$ cat src/rtl/alu_reg_datapath_pkg.sv
// -----------------------------------------------------------------------------
// alu_reg_datapath_pkg
// Shared definitions for the ALU + register datapath:
//   - WIDTH_DEFAULT : default data width of operands, ALU result and register
//   - OC_*          : the eight 3-bit ALU operation codes
//   - reg_op_e      : the single register operation selected each cycle
//   - decode_reg_op : fixed-priority request decoder (cl > ld > inc > dec > sr > sl)
// -----------------------------------------------------------------------------
package alu_reg_datapath_pkg;

   localparam int WIDTH_DEFAULT = 4;

   // ALU operation codes
   localparam logic [2:0] OC_ADD = 3'b000;
   localparam logic [2:0] OC_SUB = 3'b001;
   localparam logic [2:0] OC_MUL = 3'b010;
   localparam logic [2:0] OC_DIV = 3'b011;
   localparam logic [2:0] OC_NOT = 3'b100;
   localparam logic [2:0] OC_XOR = 3'b101;
   localparam logic [2:0] OC_OR  = 3'b110;
   localparam logic [2:0] OC_AND = 3'b111;

   // Register operation actually performed in a cycle (reset handled separately)
   typedef enum logic [2:0] {
      REG_HOLD = 3'd0,
      REG_CLR  = 3'd1,
      REG_LD   = 3'd2,
      REG_INC  = 3'd3,
      REG_DEC  = 3'd4,
      REG_SHR  = 3'd5,
      REG_SHL  = 3'd6
   } reg_op_e;

   // Collapse the request lines into one operation; earlier checks win.
   function automatic reg_op_e decode_reg_op(
      input logic cl,
      input logic ld,
      input logic inc,
      input logic dec,
      input logic sr,
      input logic sl
   );
      reg_op_e op;
      if (cl) begin
         op = REG_CLR;
      end else if (ld) begin
         op = REG_LD;
      end else if (inc) begin
         op = REG_INC;
      end else if (dec) begin
         op = REG_DEC;
      end else if (sr) begin
         op = REG_SHR;
      end else if (sl) begin
         op = REG_SHL;
      end else begin
         op = REG_HOLD;
      end
      return op;
   endfunction

endpackage

$ cat src/rtl/alu_reg_datapath_alu_core.sv
// -----------------------------------------------------------------------------
// alu_core
// Purely combinational unsigned ALU, zero latency, no clock or reset.
// Ports:
//   oc [2:0]       operation code (see OC_* in the package)
//   a  [WIDTH-1:0] operand A
//   b  [WIDTH-1:0] operand B
//   f  [WIDTH-1:0] result, truncated to WIDTH bits
// -----------------------------------------------------------------------------
module alu_core
   import alu_reg_datapath_pkg::*;
#(
   parameter int WIDTH = WIDTH_DEFAULT
) (
   input  logic [2:0]       oc,
   input  logic [WIDTH-1:0] a,
   input  logic [WIDTH-1:0] b,
   output logic [WIDTH-1:0] f
);

   logic [2*WIDTH-1:0] prod_s;
   logic [WIDTH-1:0]   quot_s;
   logic [WIDTH-1:0]   f_s;

   // Full-width product and zero-guarded quotient, computed outside the mux
   always_comb begin
      prod_s = {{WIDTH{1'b0}}, a} * {{WIDTH{1'b0}}, b};
      // Division by zero is defined to give zero so f is never X.
      if (b == {WIDTH{1'b0}}) begin
         quot_s = {WIDTH{1'b0}};
      end else begin
         quot_s = a / b;
      end
   end

   // Operation select; carries, borrows and high product bits are dropped
   always_comb begin
      f_s = {WIDTH{1'b0}};
      case (oc)
         OC_ADD:  f_s = a + b;
         OC_SUB:  f_s = a - b;
         OC_MUL:  f_s = prod_s[WIDTH-1:0];
         OC_DIV:  f_s = quot_s;
         OC_NOT:  f_s = ~a;
         OC_XOR:  f_s = a ^ b;
         OC_OR:   f_s = a | b;
         OC_AND:  f_s = a & b;
         default: f_s = {WIDTH{1'b0}};
      endcase
   end

   assign f = f_s;

endmodule

$ cat src/rtl/alu_reg_datapath.sv
// -----------------------------------------------------------------------------
// alu_reg_datapath (top)
// Combinational ALU (alu_core) alongside an independent multi-function register.
// Ports:
//   clk            sole clock, rising edge
//   rst            synchronous active-high reset, clears the register only
//   oc, a, b       ALU operation code and operands
//   f              ALU result (combinational)
//   cl, ld         register clear / parallel load (data from in)
//   inc, dec       register increment / decrement, wrapping
//   sr, ir         shift right, ir enters at the MSB
//   sl, il         shift left, il enters at the LSB
//   in             parallel load data
//   out            register contents straight from the flops
// Exactly one register operation per cycle:
//   rst > cl > ld > inc > dec > sr > sl > hold.
// -----------------------------------------------------------------------------
module alu_reg_datapath
   import alu_reg_datapath_pkg::*;
#(
   parameter int WIDTH = WIDTH_DEFAULT
) (
   input  logic             clk,
   input  logic             rst,
   input  logic [2:0]       oc,
   input  logic [WIDTH-1:0] a,
   input  logic [WIDTH-1:0] b,
   output logic [WIDTH-1:0] f,
   input  logic             cl,
   input  logic             ld,
   input  logic             inc,
   input  logic             dec,
   input  logic             sr,
   input  logic             ir,
   input  logic             sl,
   input  logic             il,
   input  logic [WIDTH-1:0] in,
   output logic [WIDTH-1:0] out
);

   localparam logic [WIDTH-1:0] ONE_C = {{(WIDTH-1){1'b0}}, 1'b1};

   reg_op_e          reg_op_s;
   logic [WIDTH-1:0] out_d;
   logic [WIDTH-1:0] out_q;

   alu_core #(
      .WIDTH (WIDTH)
   ) u_alu_core (
      .oc (oc),
      .a  (a),
      .b  (b),
      .f  (f)
   );

   // Pick this cycle's register operation and form the next register value
   always_comb begin
      reg_op_s = decode_reg_op(cl, ld, inc, dec, sr, sl);
      out_d    = out_q;
      case (reg_op_s)
         REG_CLR:  out_d = {WIDTH{1'b0}};
         REG_LD:   out_d = in;
         REG_INC:  out_d = out_q + ONE_C;
         REG_DEC:  out_d = out_q - ONE_C;
         REG_SHR:  out_d = {ir, out_q[WIDTH-1:1]};
         REG_SHL:  out_d = {out_q[WIDTH-2:0], il};
         REG_HOLD: out_d = out_q;
         default:  out_d = out_q;
      endcase
   end

   // Register state; reset overrides every request in the same cycle
   always_ff @(posedge clk) begin
      if (rst) begin
         out_q <= {WIDTH{1'b0}};
      end else begin
         out_q <= out_d;
      end
   end

   assign out = out_q;

endmodule

$ cat config.mk
export PLATFORM = sky130hd
export DESIGN_NAME = alu_reg_datapath
export DESIGN_NICKNAME = d
export VERILOG_FILES = /design/src/rtl/alu_reg_datapath_pkg.sv /design/src/rtl/alu_reg_datapath_alu_core.sv /design/src/rtl/alu_reg_datapath.sv
export SDC_FILE = /design/constraint.sdc
export NUM_CORES = 1
export LEC_CHECK = 0
export CAP_MARGIN = 10
export CORE_MARGIN = 5
export CORE_UTILIZATION = 45
export DETAILED_ROUTE_END_ITERATION = 10
export MAX_ROUTING_LAYER = met4
export PLACE_DENSITY = 0.83
export SYNTH_ARGS = -nofsm -noshare
export SYNTH_HDL_FRONTEND = slang
export SYNTH_SLANG_ARGS = --single-unit
$ cat constraint.sdc
create_clock -name clk -period 4.44 [get_ports clk]
set_clock_uncertainty 0.1 [all_clocks]
set_input_delay 0.666 -clock clk [delete_from_list [all_inputs] [get_ports clk]]
set_output_delay 0.666 -clock clk [all_outputs]
set_load 0.1 [all_outputs]
# Word-level counts from Yosys, hierarchy flattened
# Cells that the tools add are included.
[totals] register_bits=4 latchBits=0 mem_bits_rw=0 mem_bits_ro=0 in_bits=25 out_inout_bits=8 n_memories=0
[op_classes] add_sub_neg=4 n_mul=1 div=1 order_cmp=0 n_eq_ne=13 shift=0 muxes=9 n_bitwise=4 reduce_logical=3
[op_table] op="4-bit one-hot mux with 8 select lines" count=1
[op_table] op="4-bit one-hot mux with 6 select lines" count=1
[op_table] op="3-bit == test, second input constant" count=7
[op_table] op="3-bit two-way mux" count=6
[op_table] op="3-bit by 2-bit == test with 1-bit output, second input constant" count=4
[op_table] op="3-bit by 1-bit == test with 1-bit output, second input constant" count=2
[op_table] op="6-bit nonzero test" count=1
[op_table] op="4-bit by 1-bit adder with 4-bit output, second input constant" count=1
[op_table] op="4-bit adder" count=1
[op_table] op="4-bit AND" count=1
[op_table] op="4-bit by 4-bit divider with 4-bit output" count=1
[op_table] op="4-bit zero test" count=1
[op_table] op="4-bit by 4-bit multiplier with 4-bit output" count=1
[op_table] op="4-bit two-way mux" count=1
[op_table] op="4-bit inverter" count=1
[op_table] op="4-bit bitwise OR" count=1
[op_table] op="4-bit by 1-bit subtractor with 4-bit output, second input constant" count=1
[op_table] op="4-bit subtractor" count=1
[op_table] op="4-bit bitwise XOR" count=1
[op_table] op="3-bit zero test" count=1

# Depth between registers and ports, before layout
# Gate-level depths: netlist of the first run.
[logic_depth] ltp_word=8 depth_mapped=21 depth_no_buf=21

# Hierarchy
# Synthesis of the first run repeated with hierarchy kept, for this count alone.
[unflattened] cells_unflattened=185 hier_area_um2=1428.9
[by_module_without_submodules] module="alu_core" instances=1 cells_per_inst=132 area_each_um2=1017.2 seq_area_each_um2=0.0
[by_module_without_submodules] module="alu_reg_datapath" instances=1 cells_per_inst=53 area_each_um2=411.6 seq_area_each_um2=80.1

# Worst setup path after synthesis of the first run
# No wires, ideal clock.
[synth_path] kind="input port to output port" start="input b[0]" end="output f[0]" arrival_time_ps=5115 t_required_ps=3674 slack_ps=-1441 stages=17 path_buffers=0 cell_sequence="inv_1 ha_1 a21oi_1 ha_1 o21a_1 o21ai_1 o21ai_0 ha_1 o21a_1 o21ai_0 a21oi_1 mux2_2 ha_1 o21ai_0 nand2b_1 a21oi_1 o221ai_1"
[synth_between] elab_chain_len=3 elab_cells_between_ends=10 cone_classes="2 x add/sub; 1 x mul; 1 x div; 2 x mux; 3 x bitwise; 1 x reduce/logical"
[synth_rtl] element="start, declared" line="alu_reg_datapath.sv:27" source="input logic [WIDTH-1:0] b,"
[synth_rtl] element="4-bit by 4-bit divider with 4-bit output / 4-bit zero test (equally long branches)" line="alu_reg_datapath_alu_core.sv:32, alu_reg_datapath_alu_core.sv:29"
[synth_rtl] element="4-bit two-way mux" line="alu_reg_datapath_alu_core.sv:29" source="if (b == {WIDTH{1'b0}}) begin"
[synth_rtl] element="4-bit one-hot mux with 8 select lines (*)" line="alu_reg_datapath_alu_core.sv:39" source="case (oc)"
[synth_rtl] element="end, declared" line="alu_reg_datapath.sv:28" source="output logic [WIDTH-1:0] f,"
# Mark *: on every way between the ends. The rest lies on a longest branch, timed or not.

# Worst setup path in the final report of the first run
[layout_path] start="input a[2]" end="output f[0]"
[layout_between] elab_chain_len=3
[layout_rtl] element="start, declared" line="alu_reg_datapath.sv:26" source="input logic [WIDTH-1:0] a,"
[layout_rtl] element="4-bit by 4-bit divider with 4-bit output" line="alu_reg_datapath_alu_core.sv:32" source="quot_s = a / b;"
[layout_rtl] element="4-bit two-way mux" line="alu_reg_datapath_alu_core.sv:29"
[layout_rtl] element="4-bit one-hot mux with 8 select lines" line="alu_reg_datapath_alu_core.sv:39"
# No other way between the ends.

==> results of run 1 <==
[worst min-delay path, cell delays in order, from the launching register on]
cell	delay, ns
dfxtp_1	0.35
nand2_1	0.07
a31oi_1	0.06
[what timing repair did]
item                       in CTS  in global routing
setup endpoints to repair       2                  1
pin swaps                      16                 15
gates resized for setup        41                  4
hold buffers                    0                  0
cloned                          0                  0
buffers inserted                7                  2
[layout make-up]
class,instances,area [um2],area share
well taps,31,38.79,0.01838
clock buffers,3,22.52,0.01067
flip-flops and latches,4,80.08,0.03794
repair buffers,60,583.1,0.2762
inverters,13,52.55,0.02490
multi-input cells,150,1334,0.6319
[layout by cell type (no fill, tap or decap), types with 2 or more instances in the layout]
cell             instances
a21oi_4                  2
ha_4                     4
nand2_1                 16
xor2_1                   2
buf_6                    2
xnor2_1                 10
inv_1                   12
a21o_1                   3
buf_4                   26
a21oi_1                  5
mux2i_1                  4
a31oi_1                  4
clkbuf_4                 3
nand2b_1                 4
o21ai_2                  2
ha_1                    27
buf_2                    2
dfxtp_1                  4
o21ai_0                  8
fa_1                     2
buf_8                    3
a21oi_2                  3
nor2b_1                  4
nor2_1                  10
clkdlybuf4s50_1         23
buf_12                   4
nor3_1                   7
and3_1                   2
nand3_1                  4
a222oi_1                 5
[power breakdown]
group          switching, mW  internal [mW]  total, mW
sequential           0.00306         0.0380     0.0410
clock                 0.0171         0.0304     0.0475
combinational          0.167          0.145      0.313
total                  0.188          0.214      0.401
[per-layer routing]
layer | GRT usage | wire, um | vias up
met4 | 0.05852 | 44 | 0
met1 | 0.2698 | 1833 | 733
met3 | 0.04203 | 381 | 6
met5 | - | 0 | -
li1 | - | - | 741
met2 | 0.3869 | 2178 | 77
[worst paths after layout]
| check | start | end | cells past startpoint |
|---|---|---|---|
| setup / recovery | a[2] | f[0] | 18 |
| hold / removal | out[2] | out[2] | 2 |
| setup reg to reg | out[1] | out[3] | 6 |
| hold reg to reg | out[2] | out[2] | 2 |
[kinds of logic (layout without fill, tap and decap cells)]
family	after synthesis	in the layout	share of synthesized area
xor gates and xnor gates	14	14	0.1088
and+or+nand+nor	54	54	0.1968
DFF	4	4	0.06055
adders and majority gates	33	33	0.3236
AOI/OAI and AO/OA	43	43	0.2129
buffers and inverters	17	76	0.05015
muxes	6	6	0.04730
[stage by stage]
step | instances | setup TNS (ns) | hold WS (ns)
after detailed placement | 249 | -1.063 | 0.4351
after global routing | 261 | -0.4967 | 0.4813
after global placement | 249 | -0.7395 | 0.4160
after CTS | 259 | -0.3306 | 0.4401
after floorplan | 171 | -0.3427 | 0.6354
final | 261 | -0.3083 | 0.4458
==> summary.md, run 1 <==
| Metric | Value |
|---|---|
| Run status | finished with violations |
| Failing checks | negative setup slack |
| Crit path time final | 4.748 ns |
| Number of global-route vias before repair | 1585 |
| Die Ht | 64.21 um |
| Die Wd | 64.21 um |
| Synth unique cells | 36 |
| Flops & latches, synth | 4 |
| Min-delay worst type | reg2reg |
| TritonCTS Buffers | 3 |
| Sequential area share after synthesis | 0.06055 |
| CTS tree | done |
| Slew Limit Fails | 0 |
| Via density | 5.966 |
| Post-Syn Area per Cell | 7.734 um2 |
| Max Cap Viol | 0 |
| Initial antenna violation count | 0 |
| Largest cells by area after synthesis | ha_1 29%, xnor2_1 6.6%, dfxtp_1 6.1% |
| Pwr Density | roughly 190 nW/um2 |
| Antenna Cells | 0 |
| Worst-path fanout max | 4 |
| Tcrit/Tclk final | 1.069 |
| Row Count | 19 |
| Utilization after layout | 0.7589 |
| Leakage power | 0.9501 nW |
| Via count | 1557 |
| Top-area cell type share of the netlist area | 0.2933 |
| Ratio of cells with drive above 1 in the final layout | 0.2739 |
| Total power | ~0.4 mW |
| Crit path launch type | primary input |
| Initial Util | 0.4755 |
| # clock sinks | 4 |
| Largest net degree at the start of global routing | 19 |
| Worst-path clk slew | roughly 0.040 ns |
| Worst-case clock buffer depth | 2 |
| Post-route DRC | 0 |
| Number of synthesized flops with an enable pin | 0 |
| Count leader, synth | ha_1 |
| Final instance area | 2111 um2 |
| DR iter-0 viols | 98 |
| Die area | 4123 um2 |
| Number of flip-flops in the largest register | 4 |
| Port-buffer cells | 32 |
| Ys async rst share | 0 |
| Reg-to-reg slack, setup | 2.67 ns |
| Fillers | ~200 |
| Worst vdd ir | 0.1611 mV |
| Routed WL per cell | 17.00 um |
| Ports | 33 |
| Slew HR | 0.3458 |
| Worst Max-Slew Pin Slew | 0.9782 ns |
| Top FF cell, synth | dfxtp_1 |
| H-tree levels | 1 |
| Slowest Stage Delay on Critical Path | approximately 0.42 ns |
| Post-Place Setup Slack | -0.8612 ns |
| Global route total overflow | 0 |
| Routability Congestion | between 0.8 and 0.9 |
| Synthesized instance count | 171 |
| CP dominant cell by count | buf_4 |
| Synth-to-layout area growth | 59.60% |
| Post-route ant nets | 0 |
| Routed wire length | 4436 um |
| Worst path bufs/invs | 5 |
| Kind of critical path | in2out |
| Mapped Area | 1323 um2 |
| RSZ-0062 raised after global routing | yes |
| First-pass detailed-route iteration total | 5 |
| Final Hold Viols | 0 |
| Cells along the critical path | clkdlybuf4s50_1 > ha_1 > o21a_4 > o21ai_4 > nand2_1 > o21ai_2 > ha_1 > o21a_1 > buf_4 > buf_4 > buf_4 > nor2_1 > xnor2_1 > mux2_2 > ha_4 > a21oi_2 > o221ai_4 > buf_12 |
| Fmax | 210.6 MHz |
| Final setup margin | -0.3083 ns |
| Critical path's slowest cell | clkdlybuf4s50_1 |
| Crit path required time | ~3.7 ns |
| Critical Path AT | slightly below 4 ns |
| Delay-heaviest family, CP | buffers and inverters |
| GRT Util Overall | 0.2257 |
| Post-synth top area cell | ha_1 |
| HPWL after DPL | 3319 um |
| Global-route wire length before repair | between 7000 and 8000 um |
| Worst-Skew Late Latency | 0.25 ns |
| Final setup vio count | 1 |
| Commonest cells post-synth | 31 x ha_1, 16 x nand2_1, 13 x inv_1, 11 x o21ai_0 |
| Worst Setup End Kind | output port |
| Mapped Nets | 229 |
| # nets final | 290 |
| Core Region | 2781 um2 |
| Synthesis Warnings | 0 |
| CTS root buffer | clkbuf_4 |
| Cell area after placement | ~1900 um2 |
Note: power is estimated with default switching activity, not from simulation.
==> run 2, diff against run 1 <==
SETUP_SLACK_MARGIN = 0.05   (was unset)
==> results of run 2 <==
The final DEF is identical to that of run 1; final timing and power are the same.
